==> config.mk <==
export PLATFORM = sky130hd
export DESIGN_NAME = guess_game_param
export DESIGN_NICKNAME = d
export VERILOG_FILES = /design/src/rtl/guess_game_pkg.sv /design/src/rtl/rise_detect.sv /design/src/rtl/guess_game_param.sv
export SDC_FILE = /design/constraint.sdc
export NUM_CORES = 1
export LEC_CHECK = 0
export CORE_MARGIN = 2
export CORE_UTILIZATION = 50
export DETAILED_ROUTE_END_ITERATION = 6
export GPL_TIMING_DRIVEN = 0
export MAX_ROUTING_LAYER = met4
export PLACE_DENSITY = 0.79
export SLEW_MARGIN = 10
export SYNTH_ARGS = -nofsm -noshare
export SYNTH_HDL_FRONTEND = slang
export SYNTH_SLANG_ARGS = --single-unit
==> constraint.sdc <==
create_clock -name clk -period 2.6 [get_ports clk]
set_input_delay 0.78 -clock clk [delete_from_list [all_inputs] [get_ports clk]]
set_output_delay 0.78 -clock clk [all_outputs]
set_load 0.05 [all_outputs]
==> src/rtl/guess_game_pkg.sv <==
// Shared types and default parameters for the parametrised guessing game.
package guess_game_pkg;

   localparam int DEF_GUESS_W      = 8;
   localparam int DEF_RANGE_MAX    = 99;
   localparam int DEF_MAX_ATTEMPTS = 7;

   typedef enum logic [1:0] {S_IDLE, S_PLAY, S_WIN, S_LOSE} state_t;
   typedef enum logic [1:0] {CMP_UNDER, CMP_EQUAL, CMP_OVER} cmp_t;

endpackage

==> src/rtl/rise_detect.sv <==
// Rising-edge detector for a level input; one pulse per low-to-high transition.
module rise_detect (
   input  logic clk,
   input  logic reset,
   input  logic i_level,
   output logic o_pulse
);

   logic level_q, level_d;

   always_comb level_d = i_level;

   always_ff @(posedge clk) begin
      if (reset) level_q <= 1'b0;
      else       level_q <= level_d;
   end

   // Combinational so the press is acted on at the same edge it is seen.
   assign o_pulse = i_level & ~level_q;

endmodule

==> src/rtl/guess_game_param.sv <==
// Number-guessing game engine: free-running secret counter, comparator and game FSM.
module guess_game_param
   import guess_game_pkg::*;
#(
   parameter int GUESS_W      = DEF_GUESS_W,
   parameter int RANGE_MAX    = DEF_RANGE_MAX,
   parameter int MAX_ATTEMPTS = DEF_MAX_ATTEMPTS,
   parameter int ATT_W        = $clog2(MAX_ATTEMPTS + 1)
) (
   input  logic               clk,
   input  logic               reset,
   input  logic [GUESS_W-1:0] i_guess,
   input  logic               i_enter,
   output logic               o_under,
   output logic               o_over,
   output logic               o_equal,
   output logic               o_update_leds,
   output logic [ATT_W-1:0]   o_remaining_attempts,
   output logic               o_win,
   output logic               o_lose
);

   localparam logic [GUESS_W-1:0] RMAX_V = GUESS_W'(RANGE_MAX);
   localparam logic [ATT_W-1:0]   MAX_V  = ATT_W'(MAX_ATTEMPTS);

   state_t             state_q, state_d;
   logic [GUESS_W-1:0] cnt_q, cnt_d;
   logic [GUESS_W-1:0] secret_q, secret_d;
   logic [ATT_W-1:0]   rem_q, rem_d, rem_dec;
   logic               under_q, under_d, over_q, over_d, equal_q, equal_d;
   logic               win_q, win_d, lose_q, lose_d, upd_q, upd_d;
   logic               press;
   cmp_t               cmp;

   rise_detect u_enter_rise (
      .clk     (clk),
      .reset   (reset),
      .i_level (i_enter),
      .o_pulse (press)
   );

   always_comb begin
      if (i_guess < secret_q)      cmp = CMP_UNDER;
      else if (i_guess > secret_q) cmp = CMP_OVER;
      else                         cmp = CMP_EQUAL;
   end

   assign rem_dec = (rem_q == '0) ? '0 : rem_q - 1'b1;

   always_comb begin
      state_d  = state_q;
      secret_d = secret_q;
      rem_d    = rem_q;
      under_d  = under_q;
      over_d   = over_q;
      equal_d  = equal_q;
      win_d    = win_q;
      lose_d   = lose_q;
      upd_d    = 1'b0;
      cnt_d    = (cnt_q == RMAX_V) ? '0 : cnt_q + 1'b1;

      if (press) begin
         unique case (state_q)
            S_IDLE: begin
               secret_d = cnt_q;
               state_d  = S_PLAY;
            end
            S_PLAY: begin
               under_d = (cmp == CMP_UNDER);
               over_d  = (cmp == CMP_OVER);
               equal_d = (cmp == CMP_EQUAL);
               rem_d   = rem_dec;
               upd_d   = 1'b1;
               if (cmp == CMP_EQUAL) begin
                  state_d = S_WIN;
                  win_d   = 1'b1;
               end else if (rem_dec == '0) begin
                  state_d = S_LOSE;
                  lose_d  = 1'b1;
               end
            end
            S_WIN, S_LOSE: begin
               // Restart: the strobe lets the LED controllers clear.
               state_d = S_IDLE;
               under_d = 1'b0;
               over_d  = 1'b0;
               equal_d = 1'b0;
               win_d   = 1'b0;
               lose_d  = 1'b0;
               rem_d   = MAX_V;
               upd_d   = 1'b1;
            end
            default: state_d = S_IDLE;
         endcase
      end
   end

   always_ff @(posedge clk) begin
      if (reset) begin
         state_q  <= S_IDLE;
         cnt_q    <= '0;
         secret_q <= '0;
         rem_q    <= MAX_V;
         under_q  <= 1'b0;
         over_q   <= 1'b0;
         equal_q  <= 1'b0;
         win_q    <= 1'b0;
         lose_q   <= 1'b0;
         upd_q    <= 1'b0;
      end else begin
         state_q  <= state_d;
         cnt_q    <= cnt_d;
         secret_q <= secret_d;
         rem_q    <= rem_d;
         under_q  <= under_d;
         over_q   <= over_d;
         equal_q  <= equal_d;
         win_q    <= win_d;
         lose_q   <= lose_d;
         upd_q    <= upd_d;
      end
   end

   assign o_under              = under_q;
   assign o_over               = over_q;
   assign o_equal              = equal_q;
   assign o_update_leds        = upd_q;
   assign o_remaining_attempts = rem_q;
   assign o_win                = win_q;
   assign o_lose               = lose_q;

endmodule

==> impl_metrics.csv, run 1 <==
group,metric,value,unit
grt,grt_use_met1,23.28,%
sta,clock_skew,0.008387,ns
final_layout,instances_no_fill,208,
final_layout,n_fill_cell,213,
final_layout,finish.utilization,64.36,%
final_layout,final_layout_size_suffix_gt1_share,4.494,%
floorplanning,core,0.002500,mm2
worst_hold_path,whs_path_depth,2,
critical_path,worst_ep_arrival_time,1.65,ns
status,status,"complete, no violations",
logic_synthesis,synth_xor_area_share,3.296,%
clock_tree,cts.sinks,28,
final_layout,diodes,0,
clock_tree,post_cts_resize_count,0,
grt,grt_pass1_wl,4595,um
routing,routedWlPerCell,12.94,um
logic_synthesis,synthCells,155,
grt,antenna_found_initial,0,
logic_synthesis,synthMuxAreaShare,0,%
critical_path,slowest_stage,"clkdlybuf4s50_1",
logic_synthesis,yosysWarnings,0,
sta,max_slew.worst_pin.slew,0.7619,ns
sta,setup_ws,0.1702,ns
critical_path,crit_type,"reg2out",
routing,drc,0,
floorplanning,start_util,53.15,%
worst_hold_path,hold_path.class,"reg2reg",
power,powerDensity,512.8,mW/mm2
clock_tree,path_clk_slew,0.15,ns
clock_tree,cts_buffers,3,
final_layout,syn2layout_area_growth,21.09,%
logic_synthesis,synth_top_family_by_area,"simple AND/OR/NAND/NOR gates",
logic_synthesis,synth_nets,177,
critical_path,r2r-start,"secret_q[7]",
critical_path,required,1.82,ns
routing,firstDrtPassIters,4,
logic_synthesis,yosys.cell_count.top_type,"dfxtp_1",
grt,grt-busiest-layer,"met2",
power,leakagePower,0.6058,nW
critical_path,cp_top_family,"buffers and inverters",
routing,drtIter0Drc,34,
sta,slew_headroom,48.82,%
placed_design,port_buffers,19,
clock_tree,htree_levels,1,
sta,fin_setup_tns,0,ns
clock_tree,cts_tree,"done",
critical_path,crit_chain,"clkdlybuf4s50_1",
final_layout,multiInputGateArea,711.9,um2
routing,vias_per_cell,5.337,
logic_synthesis,syn_area,0.001329,mm2
logic_synthesis,ys_seq_elements,28,
logic_synthesis,synthFlopType,"dfxtp_1",
floorplanning,io_pins,20,
logic_synthesis,synth_compound_area_share,17.70,%
logic_synthesis,yosys-top-cells-count,"dfxtp_1 (28), nand2_1 (23), a21oi_1 (14)",
worst_hold_path,hold_path.startpoint,"secret_q[5]",
routing,antenna_left,0,
floorplanning,rows,18,
clock_tree,insertion_delay,0.33,ns
final_layout,seqCellArea,560.5,um2
floorplanning,fp.dieW,55.55,um
job,maxCapViolCount,0,
placed_design,place_congestion,0.8409,
sta,setup_viol,0,
placed_design,pre_cts_ws,-0.1007,ns
final_layout,nNetsFinal,201,
logic_synthesis,synth-adder-area-share,10.36,%
critical_path,crit_fanout,7,
critical_path,r2r-end,"state_q[0]",
clock_tree,cts-hold-fix-buffers,0,
logic_synthesis,synth.area.top_cells,"dfxtp_1 (42%), ha_1 (10%), nand2_1 (6.5%), a21oi_1 (5.3%), nor2_1 (3.7%)",
power,peakVddDrop,0.0003370,V
routing,postRouteWirelength,2691,um
floorplanning,dieArea,0.003086,mm2
logic_synthesis,async_flop_share,0,%
placed_design,hpwl,2021,um
grt,met3_usage,3.513,%
critical_path,r2r_slack,0.71,ns
clock_tree,cts_root_buf,"clkbuf_4",
logic_synthesis,synth_cell_type_count,31,
logic_synthesis,synth_area_per_cell,8.573,um2
critical_path,ff2ff_path_depth,7,
logic_synthesis,synth.top_cell.area_share,42.18,%
sta,timing.fmax,411.6,MHz
critical_path,startpoint_type,"flip-flop",
critical_path,end_kind,"primary output",
logic_synthesis,yosys.area_share.simple,22.22,%
grt,gr-total-overflow,0,
sta,rsz0062_at_grt,"false",
sta,final_hold_viol_count,0,
worst_hold_path,whs_endpoint,"secret_q[5]",
critical_path,crit_buf_inv,1,
grt,grt_max_degree,17,
logic_synthesis,synth_area_leader_cell,"dfxtp_1",
grt,gr-usage-met2,29.93,%
sta,slew_viol_final,0,
critical_path,max_stage_delay,0.85,ns
floorplanning,die_h,55.55,um
grt,grt.total_usage,18.89,%
clock_tree,cts_max_path_buffers,2,
clock_tree,post-cts-setup-buffers,0,
logic_synthesis,seq_area_frac_synth,42.18,%
placed_design,numPlacedInstances,204,
sta,period_minus_slack,2.430,ns
routing,vias,1110,
grt,grt_pass1_vias,1086,
logic_synthesis,synth-edff-count,0,
sta,fin_crit_sh,93.45,%
==> stage by stage <==
| stage | hold slack (ns) | area [um2] | power (W) |
|---|---|---|---|
| 2_1_floorplan | 0.4363 | 1329 | 0.0005148 |
| 3_3_place_gp | 0.4444 | 1556 | 0.0005470 |
| 3_5_place_dp | 0.4456 | 1556 | 0.0005511 |
| 4_1_cts | 0.4726 | 1609 | 0.0008321 |
| 5_1_grt | 0.4894 | 1609 | 0.0008615 |
| 6_report | 0.4733 | 1609 | 0.0008251 |
==> logic make-up (layout without fill, tap and decap cells) <==
family	after synthesis	after routing
xor+xnor	5	5
fa+ha+maj	11	11
simple gates	61	61
compound gates	35	35
buf+inv	15	38
flops	28	28
==> layer usage <==
metal / vias to the layer above / share of wire (%)
met5: - / 0
met4: 0 / 1.8
met3: 9 / 4.3
met2: 26 / 45
met1: 493 / 48
li1: 582 / -
==> layout by cell type (no fill, tap or decap), types with 2 or more instances in the layout <==
master,synthesis,final
dfxtp_1,28,28
nand2_1,23,23
clkdlybuf4s50_1,0,19
a21oi_1,14,14
nor2_1,13,13
inv_1,12,12
ha_1,11,11
o21ai_0,8,8
nand3_1,7,7
nor2b_1,5,5
o211ai_1,3,3
xor2_1,3,3
clkbuf_4,0,3
clkbuf_1,2,2
nand2b_1,2,2
nor3b_1,2,2
a31oi_1,2,2
o41ai_2,2,2
and3_1,2,2
xnor2_1,2,2
a32o_1,2,2
==> report_power, final <==
part           internal, W  total (W)  switching [W]
combinational    0.0000410  0.0000920      0.0000510
sequential        0.000440   0.000451      0.0000107
clock             0.000156   0.000283       0.000127
==> registers in the layout (all words and copies together) (netlist names), 2 cells and up <==
name,flops
o_remaining_attempts,3
cnt_q,8
secret_q,8
state_q,2
==> how the worst max path moves through the flow <==
stage               cells past startpoint                 endpoint                     from  slack, ns
global placement                        7               state_q[0]               i_guess[7]      -0.09
CTS                                     1  o_remaining_attempts[0]  o_remaining_attempts[0]       0.17
finish                                  1  o_remaining_attempts[0]  o_remaining_attempts[0]       0.17
global route                            1  o_remaining_attempts[0]  o_remaining_attempts[0]       0.11
floorplan                               6               state_q[0]               i_guess[7]       0.47
detailed placement                      7               state_q[0]               i_guess[7]      -0.10
==> worst register-to-register path, cell delays in order (launching register included) <==
cell	delay, ns
dfxtp_1	0.36
inv_1	0.04
ha_1	0.30
and3_4	0.20
a221oi_2	0.29
a31oi_1	0.20
and2_1	0.23
o41ai_2	0.18
==> cell type report <==
cell class | instances | area share [%]
plain buffers | 2 | 0.4666
clock buffers | 3 | 1.400
clock inverters | 1 | 1.866
inverters | 13 | 3.033
multi-input cells | 112 | 44.25
flip-flops and latches | 28 | 34.84
well taps | 30 | 2.333
repair buffers | 19 | 11.82
Note: power is estimated with default switching activity, not from simulation.
==> inputs of run 2 (changes only) <==
Settings changed: CORE_MARGIN 2 to 1.
==> run 2 against run 1 <==
Count of clock-buffer cells in the layout rose by 1. Sequential share of layout area rose by 0.36 points. Global-route usage increased by 0.27 points. Total power decreased by 9.1%. Maximum frequency increased by 1.8%. Die area is 7.1% lower. Non-clock buffer count unchanged. Sequential power barely moved. Largest cell class unchanged.
==> impl_metrics.csv, run 2 (synthesis results as in run 1) <==
group,metric,value,unit
final_layout,final_layout_size_suffix_gt1_share,4.494,%
routing,drc,0,
grt,gr-total-overflow,0,
final_layout,syn2layout_area_growth,19.87,%
critical_path,crit_end,"state_q[0]",
final_layout,final_cell_mix,"dfxtp_1 (28), nand2_1 (23), clkdlybuf4s50_1 (19)",
clock_tree,cts.sinks,28,
grt,grt_pass1_vias,901,
sta,clock_skew,0.002654,ns
floorplanning,dieArea,0.002868,mm2
routing,antenna_left,0,
placed_design,place_congestion,0.8421,
placed_design,pre_cts_ws,-0.1205,ns
sta,setup_ws,0.2140,ns
floorplanning,core,0.002500,mm2
clock_tree,cts_max_path_buffers,2,
sta,timing.fmax,419.1,MHz
critical_path,max_stage_delay,0.41,ns
grt,grt_max_degree,16,
routing,firstDrtPassIters,4,
grt,grt.total_usage,19.16,%
clock_tree,post_cts_resize_count,0,
critical_path,cp-startpoint,"i_guess[7]",
critical_path,crit_fanout,4,
critical_path,r2r-start,"secret_q[7]",
critical_path,crit_chain,"clkdlybuf4s50_1 -> ha_1 -> and3_4 -> a221oi_2 -> a31oi_1 -> and2_1 -> o41ai_2",
floorplanning,die_h,53.55,um
sta,period_minus_slack,2.386,ns
floorplanning,rows,18,
sta,fin_crit_sh,91.77,%
job,maxCapViolCount,0,
critical_path,crit_type,"in2reg",
placed_design,hpwl,1888,um
sta,setup_viol,0,
final_layout,layout_commonest_cell,"dfxtp_1",
critical_path,required,2.84,ns
sta,rsz0062_at_grt,"false",
clock_tree,post-cts-setup-buffers,0,
sta,slew_headroom,50.61,%
placed_design,port_buffers,19,
clock_tree,insertion_delay,0.32,ns
routing,postRouteWirelength,2475,um
sta,max_slew.worst_pin.slew,0.7351,ns
worst_hold_path,hold_path.class,"reg2reg",
routing,vias_per_cell,5.293,
clock_tree,htree_levels,1,
floorplanning,io_pins,20,
final_layout,nNetsFinal,201,
critical_path,end_kind,"flip-flop",
routing,routedWlPerCell,11.90,um
grt,grt_pass1_wl,3836,um
critical_path,startpoint_type,"input port",
critical_path,worst_ep_arrival_time,2.63,ns
clock_tree,cts_root_buf,"clkbuf_4",
floorplanning,start_util,53.15,%
power,peakVddDrop,0.0002982,V
clock_tree,cts_tree,"done",
clock_tree,path_clk_slew,0.15,ns
routing,vias,1101,
placed_design,numPlacedInstances,204,
clock_tree,cts_buffers,3,
clock_tree,cts-hold-fix-buffers,0,
final_layout,diodes,0,
final_layout,instances_no_fill,208,
critical_path,ff2ff_path_depth,7,
sta,final_hold_viol_count,0,
critical_path,r2r_slack,0.72,ns
routing,drtIter0Drc,19,
grt,antenna_found_initial,0,
sta,slew_viol_final,0,
status,status,"complete, no violations",
floorplanning,fp.dieW,53.55,um
critical_path,slowest_stage,"clkdlybuf4s50_1",
power,powerDensity,470.8,mW/mm2
power,leakagePower,0.5989,nW
critical_path,r2r-end,"state_q[0]",
==> run 2: cell count changes in the layout (fill, tap and decap cells not counted), sizes merged <==
cell	before	now
bufinv	1	0
clkbuf	5	6
==> run 2: area by class of cell <==
cell class,count,area [um2]
tap,30,37.54
buffer,2,7.507
fill,212,907.1
timing repair buffer,19,190.2
inverter,13,48.80
sequential,28,560.5
multi-input combinational,112,711.9
clock buffer,4,36.28
==> run 2: worst min-delay path by stage <==
stage,startpoint,end,slack (ns),cells past startpoint
2_1_floorplan,secret_q[1],secret_q[1],0.44,2
3_3_place_gp,o_lose,o_lose,0.44,2
3_5_place_dp,secret_q[4],secret_q[4],0.45,2
6_report,secret_q[4],secret_q[4],0.47,2
5_1_grt,secret_q[5],secret_q[5],0.49,2
4_1_cts,secret_q[4],secret_q[4],0.47,2
==> run 2: critical path, delay by kind of cell <==
family	cells	cell delay, ns
AOI/OAI and AO/OA	3	0.68
buffers and inverters	1	0.41
adders and majority gates	1	0.32
and+or+nand+nor	2	0.43
==> run 2: per-stage QoR <==
stage	util (%)	hold slack, ns	area, um2	total power (W)	setup TNS, ns
after global placement	62.26	0.4434	1556	0.0005468	-0.1192
final	63.71	0.4673	1593	0.0007499	0
after floorplan	-	0.4363	1329	0.0005148	0
after detailed placement	62.26	0.4511	1556	0.0005499	-0.1923
after CTS	63.71	0.4705	1593	0.0007579	0
after global routing	63.71	0.4894	1593	0.0007844	0
==> run 2: power by group <==
part	internal, W	switching [W]
sequential	0.000440	0.0000108
combinational	0.0000407	0.0000497
clock	0.0000856	0.000123
total	0.000566	0.000184
==> run 2: layer usage <==
layer  vias to the layer above  part of all wire, %  track usage (%)
li1                        583                    -                -
met1                       500                   51            24.78
met2                        16                   46            29.79
met3                         2                  3.0            2.825
met4                         0                 0.61            7.895
met5                         -                    0                -
==> inputs of run 3 (changes only) <==
Settings changed: CORE_ASPECT_RATIO set to 1.2.
==> run 3 against run 2 <==
Design area up 0.24%. Die area hardly changed. Critical path type unchanged. Routed wire length about the same. Worst hold slack got worse by 0.0010 ns. Count of clock-buffer cells in the layout unchanged. Sequential power barely moved. Core utilization decreased by 0.55 points. Clock skew is 0.0078 ns higher. Critical path depth is the same. Non-clock buffer count did not move. Global-route usage up 0.22 points.
==> impl_metrics.csv, run 3 (synthesis results as in run 1) <==
group,metric,value,unit
status,status,"complete, no violations",
placed_design,place_congestion,0.7784,
clock_tree,post_cts_resize_count,0,
routing,firstDrtPassIters,4,
sta,fin_setup_tns,0,ns
critical_path,required,2.85,ns
critical_path,crit_chain,"clkdlybuf4s50_1 -> ha_1 -> and3_4 -> a221oi_2 -> a31oi_1 -> and2_1 -> o41ai_2",
critical_path,crit_buf_inv,1,
clock_tree,cts.sinks,28,
sta,period_minus_slack,2.443,ns
worst_hold_path,hold_path.class,"reg2reg",
routing,postRouteWirelength,2476,um
routing,routedWlPerCell,11.73,um
floorplanning,die_h,58.47,um
routing,antenna_left,0,
clock_tree,htree_levels,1,
final_layout,final_layout_size_suffix_gt1_share,4.494,%
clock_tree,post-cts-setup-buffers,0,
routing,drc,0,
power,peakVddDrop,0.0003935,V
final_layout,syn2layout_area_growth,20.15,%
placed_design,hpwl,1990,um
critical_path,worst_ep_arrival_time,2.70,ns
critical_path,crit_end,"state_q[0]",
final_layout,nNetsFinal,201,
clock_tree,cts_tree,"done",
sta,whs,0.4663,ns
sta,rsz0062_at_grt,"false",
grt,grt_pass1_vias,1024,
placed_design,numPlacedInstances,207,
final_layout,instances_no_fill,211,
power,leakagePower,0.5989,nW
routing,vias_per_cell,5.232,
sta,final_hold_viol_count,0,
clock_tree,cts_buffers,3,
sta,timing.fmax,409.4,MHz
placed_design,port_buffers,19,
critical_path,max_stage_delay,0.41,ns
sta,max_slew.worst_pin.slew,0.7290,ns
critical_path,crit_fanout,4,
clock_tree,path_clk_slew,0.15,ns
floorplanning,rows,20,
critical_path,end_kind,"flip-flop",
critical_path,cp.depth,7,
sta,slew_headroom,50.87,%
critical_path,crit_type,"in2reg",
grt,grt_pass1_wl,4160,um
grt,grt.total_usage,19.37,%
job,maxCapViolCount,0,
clock_tree,cts-hold-fix-buffers,0,
critical_path,startpoint_type,"input port",
sta,clock_skew,0.01043,ns
power,powerDensity,471.2,mW/mm2
critical_path,r2r_slack,0.66,ns
grt,grt_max_degree,16,
critical_path,r2r-start,"secret_q[7]",
final_layout,finish.utilization,63.17,%
critical_path,slowest_stage,"clkdlybuf4s50_1",
grt,gr-total-overflow,0,
critical_path,cp-startpoint,"i_guess[7]",
sta,slew_viol_final,0,
grt,grt-busiest-layer,"met2",
grt,met3_usage,3.101,%
routing,drtIter0Drc,14,
final_layout,layout_commonest_cell,"dfxtp_1",
sta,setup_ws,0.1572,ns
floorplanning,start_util,52.57,%
floorplanning,fp.dieW,49.06,um
clock_tree,cts_max_path_buffers,2,
clock_tree,insertion_delay,0.33,ns
final_layout,final_cell_mix,"dfxtp_1 (28), nand2_1 (23), clkdlybuf4s50_1 (19)",
critical_path,r2r-end,"state_q[0]",
grt,antenna_found_initial,0,
sta,setup_viol,0,
critical_path,cp_top_family,"compound AO/OA/AOI/OAI gates",
sta,fin_crit_sh,93.95,%
critical_path,ff2ff_path_depth,7,
floorplanning,core,0.002527,mm2
floorplanning,dieArea,0.002869,mm2
clock_tree,cts_root_buf,"clkbuf_4",
floorplanning,io_pins,20,
final_layout,diodes,0,
placed_design,pre_cts_ws,-0.2227,ns
grt,grt_use_met1,22.29,%
routing,vias,1104,
grt,gr-usage-met2,33.07,%
[run 3: cell counts in the layout (fill, tap and decap cells not counted)]
No cell type changed its count.
[run 3: final cells by class]
cell class                      count  area, um2
Fill cell                         213      930.9
Inverter                           13      48.80
Sequential cell                    28      560.5
Timing Repair Buffer               19      190.2
Tap cell                           33      41.29
Clock buffer                        4      36.28
Buffer                              2      7.507
Multi-Input combinational cell    112      711.9
[run 3: through the flow]
stage               instance area (um2)  total power (W)
detailed placement                 1560        0.0005508
finish                             1597        0.0007523
global route                       1597        0.0007864
CTS                                1597        0.0007588
global placement                   1560        0.0005468
floorplan                          1329        0.0005148
[run 3: layer usage]
metal / up-vias / share of wire (%)
met5: - / 0
met1: 501 / 48
met2: 18 / 49
met3: 4 / 2.6
met4: 0 / 1.1
li1: 581 / -
[run 3: power by group]
group	total (W)	internal, W	switching [W]	leakage, nW
combinational	0.0000909	0.0000408	0.0000501	0.351
clock	0.000211	0.0000858	0.000125	0.0210
sequential	0.000450	0.000440	0.0000105	0.227
[run 3: worst min-delay path by stage]
stage | startpoint | endpoint | slack (ns) | cells after the start
after floorplan | secret_q[1] | secret_q[1] | 0.44 | 2
after global placement | o_lose | o_lose | 0.44 | 2
after detailed placement | secret_q[6] | secret_q[6] | 0.45 | 2
after CTS | secret_q[6] | secret_q[6] | 0.47 | 2
after global routing | secret_q[6] | secret_q[6] | 0.49 | 2
final | secret_q[6] | secret_q[6] | 0.47 | 2
[run 3: worst register-to-register path, cell delays in order (launching register included)]
cell and delay (ns):
dfxtp_1 0.35, inv_1 0.05, ha_1 0.29, and3_4 0.20, a221oi_2 0.32, a31oi_1 0.23, and2_1 0.25, o41ai_2 0.18
